**src/rtl/seven_segment_scanner.sv**
```systemverilog
// -----------------------------------------------------------------------------
// seven_segment_scanner
//
// Time-multiplexed driver for a 4-digit seven-segment display. Four 7-bit
// active-low segment patterns are captured into a double buffer (pending /
// active) and scanned onto one shared segment bus with one-hot active-low
// digit enables. Every digit slot starts with a blanking interval to suppress
// ghosting, and new patterns only reach the display at frame boundaries so a
// frame never shows a mix of old and new digits.
//
// Parameters
//   REFRESH_DIV  : clock cycles per digit slot (>= 2)
//   BLANK_CYCLES : blank cycles at the start of each slot (1 .. REFRESH_DIV-1)
//
// Ports
//   clock      : system clock, rising edge
//   reset_n    : asynchronous active-low reset
//   seg1_in    : ones-digit pattern (active-low segments)
//   seg2_in    : tens-digit pattern
//   seg3_in    : hundreds-digit pattern
//   seg4_in    : sign-digit pattern
//   load       : one-cycle strobe capturing seg1_in..seg4_in
//   enable     : level; scanning runs while high
//   seg_out    : shared segment bus, active-low
//   digit_en   : digit enables, active-low, bit 0 = seg1 .. bit 3 = seg4
//   frame_done : one-cycle pulse on the last drive cycle of digit 3
// -----------------------------------------------------------------------------
module seven_segment_scanner #(
   parameter int REFRESH_DIV  = 50000,
   parameter int BLANK_CYCLES = 500
) (
   input  logic       clock,
   input  logic       reset_n,
   input  logic [6:0] seg1_in,
   input  logic [6:0] seg2_in,
   input  logic [6:0] seg3_in,
   input  logic [6:0] seg4_in,
   input  logic       load,
   input  logic       enable,
   output logic [6:0] seg_out,
   output logic [3:0] digit_en,
   output logic       frame_done
);

   localparam int                 CNT_W       = (REFRESH_DIV > 1) ? $clog2(REFRESH_DIV) : 1;
   localparam logic [CNT_W-1:0]   CNT_LAST    = CNT_W'(REFRESH_DIV - 1);
   localparam logic [CNT_W-1:0]   CNT_PRELAST = CNT_W'(REFRESH_DIV - 2);
   localparam logic [CNT_W-1:0]   BLANK_LAST  = CNT_W'(BLANK_CYCLES - 1);
   localparam logic [6:0]         SEG_BLANK   = 7'h7F;
   localparam logic [3:0]         DIG_OFF     = 4'hF;

   typedef enum logic [1:0] {
      IDLE  = 2'd0,
      BLANK = 2'd1,
      DRIVE = 2'd2
   } state_t;

   state_t           r_state;
   logic [CNT_W-1:0] r_cnt;
   logic [1:0]       r_dig;
   logic [6:0]       r_active  [4];
   logic [6:0]       r_pending [4];
   logic             r_pending_valid;

   logic [3:0]       w_dig_en_n;
   logic             w_boundary;

   assign w_dig_en_n = ~(4'b0001 << r_dig);

   // Last drive cycle of digit 3 while still enabled: the only point where
   // the active buffer may change during scanning.
   assign w_boundary = enable && (r_state == DRIVE) && (r_dig == 2'd3) &&
                       (r_cnt == CNT_LAST);

   always_ff @(posedge clock or negedge reset_n) begin
      if (!reset_n) begin
         r_state         <= IDLE;
         r_cnt           <= '0;
         r_dig           <= 2'd0;
         seg_out         <= SEG_BLANK;
         digit_en        <= DIG_OFF;
         frame_done      <= 1'b0;
         r_pending_valid <= 1'b0;
         for (int i = 0; i < 4; i++) begin
            r_active[i]  <= SEG_BLANK;
            r_pending[i] <= SEG_BLANK;
         end
      end else begin
         // Outputs are blank unless the state entered at this edge drives.
         seg_out    <= SEG_BLANK;
         digit_en   <= DIG_OFF;
         frame_done <= 1'b0;

         if (!enable) begin
            r_state <= IDLE;
            r_cnt   <= '0;
            r_dig   <= 2'd0;
         end else begin
            case (r_state)
               IDLE: begin
                  r_state <= BLANK;
                  r_cnt   <= '0;
                  r_dig   <= 2'd0;
               end
               BLANK: begin
                  r_cnt <= r_cnt + 1'b1;
                  if (r_cnt == BLANK_LAST) begin
                     r_state  <= DRIVE;
                     digit_en <= w_dig_en_n;
                     seg_out  <= r_active[r_dig];
                     // With a single drive cycle the entry cycle is the last.
                     if (r_dig == 2'd3 && BLANK_CYCLES == REFRESH_DIV - 1)
                        frame_done <= 1'b1;
                  end
               end
               DRIVE: begin
                  if (r_cnt == CNT_LAST) begin
                     r_state <= BLANK;
                     r_cnt   <= '0;
                     r_dig   <= r_dig + 1'b1;
                  end else begin
                     r_cnt    <= r_cnt + 1'b1;
                     digit_en <= w_dig_en_n;
                     seg_out  <= r_active[r_dig];
                     if (r_dig == 2'd3 && r_cnt == CNT_PRELAST)
                        frame_done <= 1'b1;
                  end
               end
               default: begin
                  r_state <= IDLE;
                  r_cnt   <= '0;
                  r_dig   <= 2'd0;
               end
            endcase
         end

         // Double-buffer update. While idle nothing is on screen, so data
         // goes straight to active and any older pending data is dropped.
         if (load && r_state == IDLE) begin
            r_active[0]     <= seg1_in;
            r_active[1]     <= seg2_in;
            r_active[2]     <= seg3_in;
            r_active[3]     <= seg4_in;
            r_pending_valid <= 1'b0;
         end else if (w_boundary) begin
            if (load) begin
               r_active[0] <= seg1_in;
               r_active[1] <= seg2_in;
               r_active[2] <= seg3_in;
               r_active[3] <= seg4_in;
            end else if (r_pending_valid) begin
               for (int i = 0; i < 4; i++)
                  r_active[i] <= r_pending[i];
            end
            r_pending_valid <= 1'b0;
         end else if (load) begin
            r_pending[0]    <= seg1_in;
            r_pending[1]    <= seg2_in;
            r_pending[2]    <= seg3_in;
            r_pending[3]    <= seg4_in;
            r_pending_valid <= 1'b1;
         end
      end
   end

endmodule

```
**config.mk**
```make
export PLATFORM = sky130hd
export DESIGN_NAME = seven_segment_scanner
export DESIGN_NICKNAME = d
export VERILOG_FILES = /design/src/rtl/seven_segment_scanner.sv
export SDC_FILE = /design/constraint.sdc
export NUM_CORES = 1
export LEC_CHECK = 0
export BUFFER_PORTS_ARGS = -buffer_cell sky130_fd_sc_hd__buf_4
export CORE_UTILIZATION = 45
export CTS_CLUSTER_SIZE = 24
export DETAILED_ROUTE_END_ITERATION = 8
export PLACE_DENSITY = 0.63
export SKIP_CTS_REPAIR_TIMING = 1
export SYNTH_ARGS = -nofsm -noshare
export SYNTH_HDL_FRONTEND = slang
export SYNTH_SLANG_ARGS = --single-unit
```
**constraint.sdc**
```tcl
create_clock -name clock -period 2.2 [get_ports clock]
set_input_delay 0.22 -clock clock [delete_from_list [all_inputs] [get_ports clock]]
set_output_delay 0.22 -clock clock [all_outputs]
set_load 0.01 [all_outputs]
```
* Yosys cells after proc, flatten, opt, wreduce, memory -nomap -nowiden
Cells that the tools add are included.
Operators by class: add/subtract/negate cells 2, multipliers 0, divide/modulo/power cells 0, magnitude comparators 1, equality and inequality tests 9, shift-type cells 1, mux-type cells 32, bitwise gates (word level) 4, reductions and logical operators 13
Operator list (number):
- 28-bit 2-to-1 mux | 4
- 7-bit 2-to-1 mux | 5
- 16-bit equality test, second input constant | 2
- 16-bit 2-to-1 mux | 2
- 16-bit one-hot mux with 2 select lines | 1
- 16-bit by 1-bit adder with 16-bit output, second input constant | 1
- 16-bit by 9-bit equality test with 1-bit output, second input constant | 1
- 7-bit binary-select mux with 2-bit select | 1
- 7-bit one-hot mux with 2 select lines | 1
- 4-bit 2-to-1 mux | 3
- 2-bit 2-to-1 mux | 5
- 4-bit one-hot mux with 2 select lines | 1
- 1-bit 2-to-1 mux | 7
- 2-bit one-hot mux with 3 select lines | 1
- 2-bit AND reduction | 3
- 3-bit nonzero test | 2
- 1-bit logical AND | 5
- 2-bit equality test, second input constant | 2
- 4-bit inverter | 1
- 2-bit one-hot mux with 2 select lines | 1
- 1-bit by 2-bit left shift with 4-bit output, first input constant | 1
- 3-bit >= comparator, second input constant | 1
- 3-bit by 2-bit inequality test with 1-bit output, second input constant | 1
- 3-bit inequality test, second input constant | 1
- 8 further kinds | 9
Word-level totals: register bits after elaboration 89, bits in latches 0, bits in writable memories 0, ROM bits 0, word-level logic and storage cells 77, memories kept 0

* Logic depth before layout (Yosys ltp)
Gate-level depths: netlist of the first run.
depth after elaboration 7, depth in mapped cells 10, mapped depth without buffers 7

* Worst setup path before layout of the first run
Ideal clock, no wire load.
path type reg2reg, from register r_state[0], to register r_pending[0] (netlist name), library setup time 0.085 ns, arrival time 2.032 ns, required time 2.115 ns, slack 0.083 ns, stages on the path, launching flop included 9, buffers on the path 2, path through dfrtp_1 inv_1 ha_1 clkbuf_1 and3_1 nand4_4 o211ai_4 buf_6 mux2_1
Between the ends: longest elaborated chain between the ends 6, elaborated cells on any way between the ends 9, those cells by class eq/ne: 1; bitwise: 2; reduce/logical: 6
Ends and longest elaborated chain:
- start: declaration | line 58 | state_t r_state;
- start signal: assignment | line 77 | r_state <= IDLE;
- start signal: assignment | line 95 | r_state <= IDLE;
- start signal: assignment | line 101 | r_state <= BLANK;
- 2-bit equality test | line 72 | assign w_boundary = enable && (r_state == DRIVE) && (r_dig == 2'd3) &&
- 1-bit logical AND (3 in a row) | line 72
- 1-bit inverter (no source line)
- 3-bit AND reduction (no source line) (*)
- end: declaration | line 62 | logic [6:0] r_pending [4];
Mark *: on every way between the ends. The rest lies on a longest branch, timed or not. A chain may end at the register's enable or synchronous reset.

* Worst setup path in the final report of the first run
from register r_cnt[0], to register r_state[0]
Between the ends: longest elaborated chain between the ends 3, elaborated cells on any way between the ends 5, those cells by class eq/ne: 4; reduce/logical: 1
Ends and longest elaborated chain:
- start: declaration | line 59 | logic [CNT_W-1:0] r_cnt;
- start signal: assignment | line 106 | r_cnt <= r_cnt + 1'b1;
- start signal: assignment | line 122 | r_cnt <= r_cnt + 1'b1;
- 16-bit by 9-bit equality test with 1-bit output / 16-bit equality test (equally long branches) | line 107, 117
- 3-bit inequality test (no source line) / 3-bit by 2-bit inequality test with 1-bit output (equally long branches)
- 2-bit AND reduction (no source line) (*)
- end signal: assignment | line 101
- end signal: assignment | line 108 | r_state <= DRIVE;
- end signal: assignment | line 118 | r_state <= BLANK;
Marks and branches as above.

==> qor.txt, run 1 <==
status - complete, no violations
Int Power - 3.442 mW
CTS buffer count - 9
core footprint - 9284 µm²
Critical Path AT - 2.20 ns
commonest non-fill, non-tap cell in the layout - dfstp_2
ys async rst share - 100.0%
Area Overhead vs Synth - 17.02%
antenna violations before repair - 0
I/O Buffers - 43
Worst Hold Class - in -> reg
CTS tree - yes
ANT cells - 0
Worst VDD drop - 0.0004770 V
fillers - 803
setup violators final - 0
synthesized instance count - 349
Residual DRC - 0
max-cap violations - 0
sw frac - 25.81%
unrepaired setup endpoints after global routing - no
mapped cell area - 4345 µm²
Placer Congestion - 0.8200
Via density - 5.242
crit-path max cell delay - 0.41 ns
pin count of the biggest net entering global routing - 44
row cnt - 35
CP max FO - 5
Post-Syn Nets - 391
vias in the first global route - 2800
first-pass GRT wire length - 14080 µm
deepest clock path buffer count - 2
First-pass DRT Iterations - 4
sw power - 1.197 mW
vias post-DR - 2789
DRT iter0 DRCs - 121
clk sinks - 89
syn_area_per_cell - 12.45 µm²
final core utilization - 54.77%
die footprint - 10050 µm²
Routed WL - 8315 µm
critical path buffer and inverter count - 0
crit path launch type - flip-flop
Root Buffer - clkbuf_8
Slew @ Worst Pin - 0.5460 ns
clock-pin slew on the worst setup and hold paths - 0.09 ns
critical path class - reg -> reg
GRT Overall Usage - 18.36%
Pleak - 2.019 nW
Final Skew - 0.008091 ns
cell family with most CP delay - simple AND/OR/NAND/NOR gates
setup TNS - 0 ns
post-route minimum period - 1.956 ns
critical path's slowest cell - dfrtp_1
# IOs - 44
H-tree depth - 3
#FFs+latches synth - 89
Final Hold Violating Endpoints - 0
Worst-Skew Late Latency - 0.36 ns
max-slew violations - 0
top_reg_cell synth - dfstp_2
EDFF count, synth - 0
Comb pwr share - 19.5%
most frequent cells in the layout - 67 x dfstp_2, 54 x buf_4, 28 x nand2b_1, 28 x o221a_2, 25 x nor2_1
register share of total power - 55.7%
Routed Antenna Nets - 0
PD cells - 912.3 nW/µm²
Die Wd - 100.3 µm
Clk pwr share - 24.8%
WL per Instance - 15.63 µm
fin nets - 440
Slew HR - 63.60%
Crit path required time - 2.45 ns
Max Clock Freq - 511.3 MHz
synth warn - 0
Final period util - 88.89%
layout cells sized above 1 - 47.64%
critical-path cell list - ha_1 -> and3_1 -> nand4_1 -> a22oi_1 -> nor2_1 -> a31o_2
grt ovf - 0
Seq/Total Area, Yosys - 53.18%
DP Wirelength - 5635 µm
Worst Setup End Kind - flip-flop
distinct cell type count after synthesis - 43
Initial Utilization - 46.81%
die height - 100.3 µm
[flip-flops by register name, indices dropped and copies added (netlist names)]
name and cells:
r_state 2, r_pending 28, r_pending_valid 1, r_cnt 16, seg_out 7, digit_en 4
r_dig 2, r_active 28, frame_done 1
[power by group through the flow]
stage	registers [mW]	clock network [mW]	logic, mW
2_1_floorplan	2.55	0	0.651
3_3_place_gp	2.60	0	0.885
3_5_place_dp	2.62	0	0.919
4_1_cts	2.59	1.18	0.918
5_1_grt	2.64	1.25	1.01
6_report	2.59	1.15	0.905
[worst paths after layout]
check / startpoint / endpoint / slack (ns) / depth (start not counted)
setup / recovery: r_cnt[0] / r_state[0] / 0.24 / 6
hold / removal: seg4_in[2] / r_pending[2] / 0.08 / 2
setup reg to reg: r_cnt[0] / r_state[0] / 0.24 / 6
hold reg to reg: r_cnt[0] / r_cnt[0] / 0.51 / 1
max in group asynchronous: reset_n / r_pending[20] / 1.08 / 3
min in group asynchronous: reset_n / r_cnt[6] / 0.37 / 2
[final cells by class]
type                    instances  area, µm²  area share [%]
multi-input cells             229       1878           36.93
flip-flops and latches         89       2311           45.45
inverters                      10      37.54          0.7382
well taps                     129      161.4           3.174
clock buffers                  10      137.6           2.707
clock inverters                 6      63.81           1.255
repair buffers                 59      495.5           9.744
[logic make-up (layout without fill, tap and decap cells)]
family / after synthesis / count (layout) / synth area share, %
mux: 35 / 35 / 10.88
fa+ha+maj: 10 / 10 / 2.879
simple gates: 107 / 107 / 14.37
buf+inv: 31 / 85 / 3.599
xor+xnor: 14 / 14 / 2.822
flops: 89 / 89 / 53.18
compound gates: 63 / 63 / 12.27
[through the flow]
step | setup slack, ns | cell area [µm²] | total power [mW] | cells | hold WS (ns)
floorplan | 0.08318 | 4345 | 3.198 | 349 | -0.07559
global placement | 0.3014 | 4873 | 3.481 | 515 | 0.2461
detailed placement | 0.2663 | 4873 | 3.535 | 515 | 0.2421
CTS | 0.2562 | 5075 | 4.685 | 531 | -0.1399
global route | 0.08526 | 5085 | 4.902 | 532 | 0.05942
finish | 0.2443 | 5085 | 4.639 | 532 | 0.07570
[synthesized netlist by cell type, types with 11 or more instances]
cell type	number	area, µm²
nor2_1	25	93.84
dfstp_2	67	1760
o21ai_0	24	120.1
nand2b_1	28	175.2
mux2_1	20	225.2
o221a_2	28	315.3
xor2_1	11	96.34
dfrtp_1	22	550.5
nand3_1	18	90.09
[worst reg2reg max path, delay by kind of cell (launching register included)]
| family | cells | cell delay, ns |
|---|---|---|
| and+or+nand+nor | 3 | 0.62 |
| adders and majority gates | 1 | 0.26 |
| DFF | 1 | 0.41 |
| AOI/OAI and AO/OA | 2 | 0.56 |
[routing by layer]
layer | track usage, % | vias to the layer above | wire length [µm]
li1 | - | 1369 | -
met1 | 25.39 | 1361 | 4039
met2 | 28.45 | 49 | 3868
met3 | 3.900 | 10 | 268
met4 | 7.023 | 0 | 139
met5 | 0 | - | 0
(Power assumes the default switching activity.)
==> run 2, diff against run 1 <==
Settings changed: ABC_AREA set to 1.
==> qor.txt, run 2 <==
status - complete, no violations
first-pass GRT wire length - 18870 µm
clock-pin slew on the worst setup and hold paths - 0.10 ns
PD cells - 1102 nW/µm²
DP Cell Count - 799
Routed WL - 10790 µm
syn_area_per_cell - 7.428 µm²
fin nets - 717
WL per Instance - 13.23 µm
post-route minimum period - 1.936 ns
Fin Hold WS - 0.09861 ns
R2R Setup Slk - 0.26 ns
synthesized instance count - 644
synth warn - 0
#FFs+latches synth - 89
Seq/Total Area, Yosys - 48.31%
Placer Congestion - 0.8112
Via density - 5.053
Worst VDD drop - 0.0004542 V
Comb pwr share - 32.4%
unrepaired setup endpoints after global routing - no
setup slack after layout - 0.2640 ns
vias in the first global route - 4007
Pleak - 2.634 nW
pin count of the biggest net entering global routing - 59
DRT iter0 DRCs - 217
Crit path required time - 2.43 ns
sw frac - 35.45%
crit path launch type - flip-flop
setup TNS - 0 ns
Worst Hold Class - in -> reg
WHS Path Cells - 3
Worst-Skew Late Latency - 0.35 ns
Die Wd - 105.1 µm
pre-CTS WS - 0.2797 ns
critical-path cell list - ha_1 -> nand3_2 -> nor2_2 -> nand2_1 -> nand2_1 -> nand2_1 -> nand2_2 -> nor2_1
distinct cell type count after synthesis - 24
clk sinks - 89
Final period util - 88.00%
CP max FO - 16
Post-synth top cells - 311 x nand2_1, 73 x nand3_1, 67 x dfstp_2, 37 x nor2_1, 32 x nand4_1
max-cap violations - 0
I/O Buffers - 43
most frequent cells in the layout - 311 x nand2_1, 73 x nand3_1, 67 x dfstp_2
Residual DRC - 0
ys async rst share - 100.0%
Area Overhead vs Synth - 13.16%
vias post-DR - 4123
setup violators final - 0
First-pass DRT Iterations - 4
Post-Syn Nets - 686
critical path's slowest cell - dfrtp_1
Root Buffer - clkbuf_8
DP Wirelength - 7338 µm
top-count cell post-synth - nand2_1
fillers - 1013
Yosys top cell by area - dfstp_2
grt ovf - 0
total power - 5.962 mW
sw power - 2.114 mW
Routed Antenna Nets - 0
layout cells sized above 1 - 21.47%
Int Power - 3.849 mW
register share of total power - 48.4%
# IOs - 44
top_reg_cell synth - dfstp_2
Initial Utilization - 46.33%
CTS buffer count - 9
mapped cell area - 4783 µm²
core footprint - 10320 µm²
Max Clock Freq - 516.5 MHz
max-slew violations - 0
final std cells w/o fill - 816
antenna violations before repair - 0
die height - 105.1 µm
EDFF count, synth - 0
Slew HR - 58.14%
critical path class - reg -> reg
biggest regs - r_active x28, r_pending x28, r_cnt x16
deepest clock path buffer count - 2
Final Skew - 0.01573 ns
H-tree depth - 3
Critical Path AT - 2.17 ns
Yosys top cell area share - 36.80%
ANT cells - 0
crit-path max cell delay - 0.41 ns
Clk pwr share - 19.3%
CTS tree - yes
largest cells by area after synthesis - dfstp_2 37%, nand2_1 24%, dfrtp_1 12%, nand3_1 7.6%, nand4_1 4.2%
R2R cell count - 8
Slew @ Worst Pin - 0.6271 ns
GRT Overall Usage - 21.26%
Worst Setup End Kind - flip-flop
commonest non-fill, non-tap cell in the layout - nand2_1
Final Hold Violating Endpoints - 0
die footprint - 11050 µm²
row cnt - 37
cell mode on critical path - nand2_1
==> run 2: routing by layer <==
layer	wire [µm]	GRT usage [%]	share of wire, %
met2	4966	33.30	46
met3	436	2.495	4.0
met4	126	6.338	1.2
met5	0	0	0
met1	5263	30.93	49
==> run 2: worst max-delay path, delay by kind of cell, from the launching register on <==
kind / cells / cell delay, ns
simple gates: 7 / 1.14
flops: 1 / 0.41
fa+ha+maj: 1 / 0.26
==> run 2: power groups by stage <==
stage / Sequential, mW / Clock, mW / Combinational [mW]
after floorplan: 2.87 / 0 / 1.40
after global placement: 2.90 / 0 / 1.88
after detailed placement: 2.91 / 0 / 1.94
after CTS: 2.89 / 1.18 / 1.94
after global routing: 2.96 / 1.24 / 2.25
final: 2.88 / 1.15 / 1.93
==> run 2: logic make-up (layout without fill, tap and decap cells) <==
| group | after synthesis | in the layout | share of synthesized area (%) |
|---|---|---|---|
| AND/OR/NAND/NOR | 466 | 466 | 41.12 |
| flip-flops | 89 | 89 | 48.31 |
| AO/OA/AOI/OAI | 8 | 8 | 0.8369 |
| XOR/XNOR | 7 | 7 | 1.282 |
| buffers and inverters | 64 | 100 | 5.833 |
| adder cells (fa/ha/maj) | 10 | 10 | 2.616 |
==> run 2: layout make-up <==
type                       instances  area [µm²]  share of cell area (%)
clock inverter                     4       52.55                  0.9709
clock buffer                      12       145.1                   2.681
tap                              136       170.2                   3.144
sequential                        89        2311                   42.70
timing repair buffer              56       435.4                   8.044
multi-input combinational        491        2193                   40.52
inverter                          28       105.1                   1.942
==> run 2: stage by stage <==
step | utilization, % | cell area [µm²]
floorplan | - | 4783
global placement | 50.42 | 5205
detailed placement | 50.42 | 5205
CTS | 52.33 | 5403
global route | 52.43 | 5413
finish | 52.43 | 5413
==> run 2: final timing paths <==
path / startpoint / to
min in group asynchronous: reset_n / r_cnt[14]
worst max register to register: r_cnt[0] / r_cnt[13]
worst min register to register: r_pending[17] / r_pending[17]
worst max-delay path: r_cnt[0] / r_cnt[13]
max in group asynchronous: reset_n / seg_out[5]
worst min-delay path: seg3_in[1] / r_pending[8]
==> run 3, diff against run 2 <==
--- a/config.mk
+++ b/config.mk
@@ -11,5 +11,5 @@
 export CTS_CLUSTER_SIZE = 24
 export DETAILED_ROUTE_END_ITERATION = 8
-export PLACE_DENSITY = 0.63
+export PLACE_DENSITY = 0.6
 export SKIP_CTS_REPAIR_TIMING = 1
 export SYNTH_ARGS = -nofsm -noshare
==> constraint.sdc (replaced) <==
create_clock -name clock -period 1.8 [get_ports clock]
set_input_delay 0.18 -clock clock [delete_from_list [all_inputs] [get_ports clock]]
set_output_delay 0.18 -clock clock [all_outputs]
set_load 0.02 [all_outputs]
==> qor.txt, run 3 (synthesized netlist as in run 2, its figures left out) <==
status - complete, no violations
first-pass GRT wire length - 18840 µm
ANT cells - 0
Pleak - 2.724 nW
total power - 7.888 mW
die footprint - 11050 µm²
final std cells w/o fill - 822
crit path launch type - flip-flop
Slew HR - 63.32%
Die Wd - 105.1 µm
die height - 105.1 µm
PD cells - 1409 nW/µm²
Slew @ Worst Pin - 0.5501 ns
fin nets - 723
grt ovf - 0
Root Buffer - clkbuf_8
I/O Buffers - 43
Max Clock Freq - 602.7 MHz
Critical Path AT - 1.97 ns
critical-path cell list - inv_1 -> ha_1 -> nand2_1 -> nor2_1 -> nand3_2 -> nand2_4 -> buf_12 -> nand3_1 -> nand2_1
First-pass DRT Iterations - 5
CTS buffer count - 9
CP max FO - 29
Placer Congestion - 0.8537
Final Hold Violating Endpoints - 0
Residual DRC - 0
max-slew violations - 0
max-cap violations - 0
DRT iter0 DRCs - 236
Fin Hold WS - 0.05166 ns
Area Overhead vs Synth - 17.03%
cell mode on critical path - nand2_1
Worst VDD drop - 0.0005609 V
biggest regs - r_active x28, r_pending x28, r_cnt x16
setup violators final - 0
critical path class - reg -> reg
Final period util - 92.18%
WL per Instance - 13.34 µm
GRT Overall Usage - 21.53%
Initial Utilization - 46.33%
row cnt - 37
DP Wirelength - 7510 µm
CTS tree - yes
final core utilization - 54.22%
most frequent cells in the layout - 311 x nand2_1, 73 x nand3_1, 67 x dfstp_2
crit-path max cell delay - 0.43 ns
critical path buffer and inverter count - 2
dpl cell area - 5300 µm²
Via density - 5.006
# IOs - 44
DP Cell Count - 805
core footprint - 10320 µm²
layout cells sized above 1 - 22.59%
clock-pin slew on the worst setup and hold paths - 0.09 ns
commonest non-fill, non-tap cell in the layout - nand2_1
Worst Hold Class - in -> reg
Routed WL - 10970 µm
Final Skew - 0.008037 ns
H-tree depth - 3
critical path's slowest cell - dfrtp_1
clk sinks - 89
pin count of the biggest net entering global routing - 54
antenna violations before repair - 0
cell family with most CP delay - simple AND/OR/NAND/NOR gates
fillers - 1001
vias in the first global route - 4008
vias post-DR - 4115
fin area - 5598 µm²
Crit path required time - 2.11 ns
deepest clock path buffer count - 2
Worst-Skew Late Latency - 0.36 ns
Worst Setup End Kind - flip-flop
post-route minimum period - 1.659 ns
Routed Antenna Nets - 0
==> run 3: layer usage <==
layer,vias to the layer above,GRT usage [%],share of wire [%]
li1,2111,-,-
met1,1899,29.42,48
met2,92,34.82,47
met3,13,2.870,3.1
met4,0,8.249,1.4
met5,-,0,0
==> run 3: worst register-to-register path, stage by stage (launching register included) <==
cell and delay [ns]:
dfrtp_1 0.43, inv_1 0.11, ha_1 0.17, nand2_1 0.07
nor2_1 0.14, nand3_2 0.16, nand2_4 0.14, buf_12 0.18
nand3_1 0.12, nand2_1 0.09
==> run 3: per-stage QoR <==
| stage | worst slack (ns) | TNS, ns |
|---|---|---|
| 5_1_grt | -0.009190 | -0.02850 |
| 4_1_cts | 0.1300 | 0 |
| 2_1_floorplan | 0.2784 | 0 |
| 3_5_place_dp | 0.1694 | 0 |
| 6_report | 0.1408 | 0 |
| 3_3_place_gp | 0.2398 | 0 |
==> run 3: final cells by class <==
cell class	count	area (µm²)	share of cell area [%]
Inverter	28	105.1	1.878
Multi-Input combinational cell	491	2215	39.56
Clock buffer	13	201.4	3.599
Clock inverter	3	65.06	1.162
Timing Repair Buffer	62	530.5	9.477
Tap cell	136	170.2	3.040
Sequential cell	89	2311	41.28
==> run 3: where the power goes <==
| group | internal [mW] | leakage (nW) | switching, mW |
|---|---|---|---|
| clock network | 1.02 | 0.136 | 0.708 |
| logic | 0.991 | 1.58 | 1.64 |
| registers | 3.16 | 1.00 | 0.361 |
| total | 5.18 | 2.72 | 2.71 |
==> run 3: final timing paths <==
kind	startpoint	endpoint	slack (ns)	cells past startpoint
min	seg2_in[3]	r_pending[17]	0.05	3
max in group asynchronous	reset_n	r_pending[1]	0.79	3
min reg2reg	r_pending[4]	r_pending[4]	0.46	2
max reg2reg	r_state[0]	r_active[7]	0.14	9
min in group asynchronous	reset_n	r_state[1]	0.35	2
max	r_state[0]	r_active[7]	0.14	9
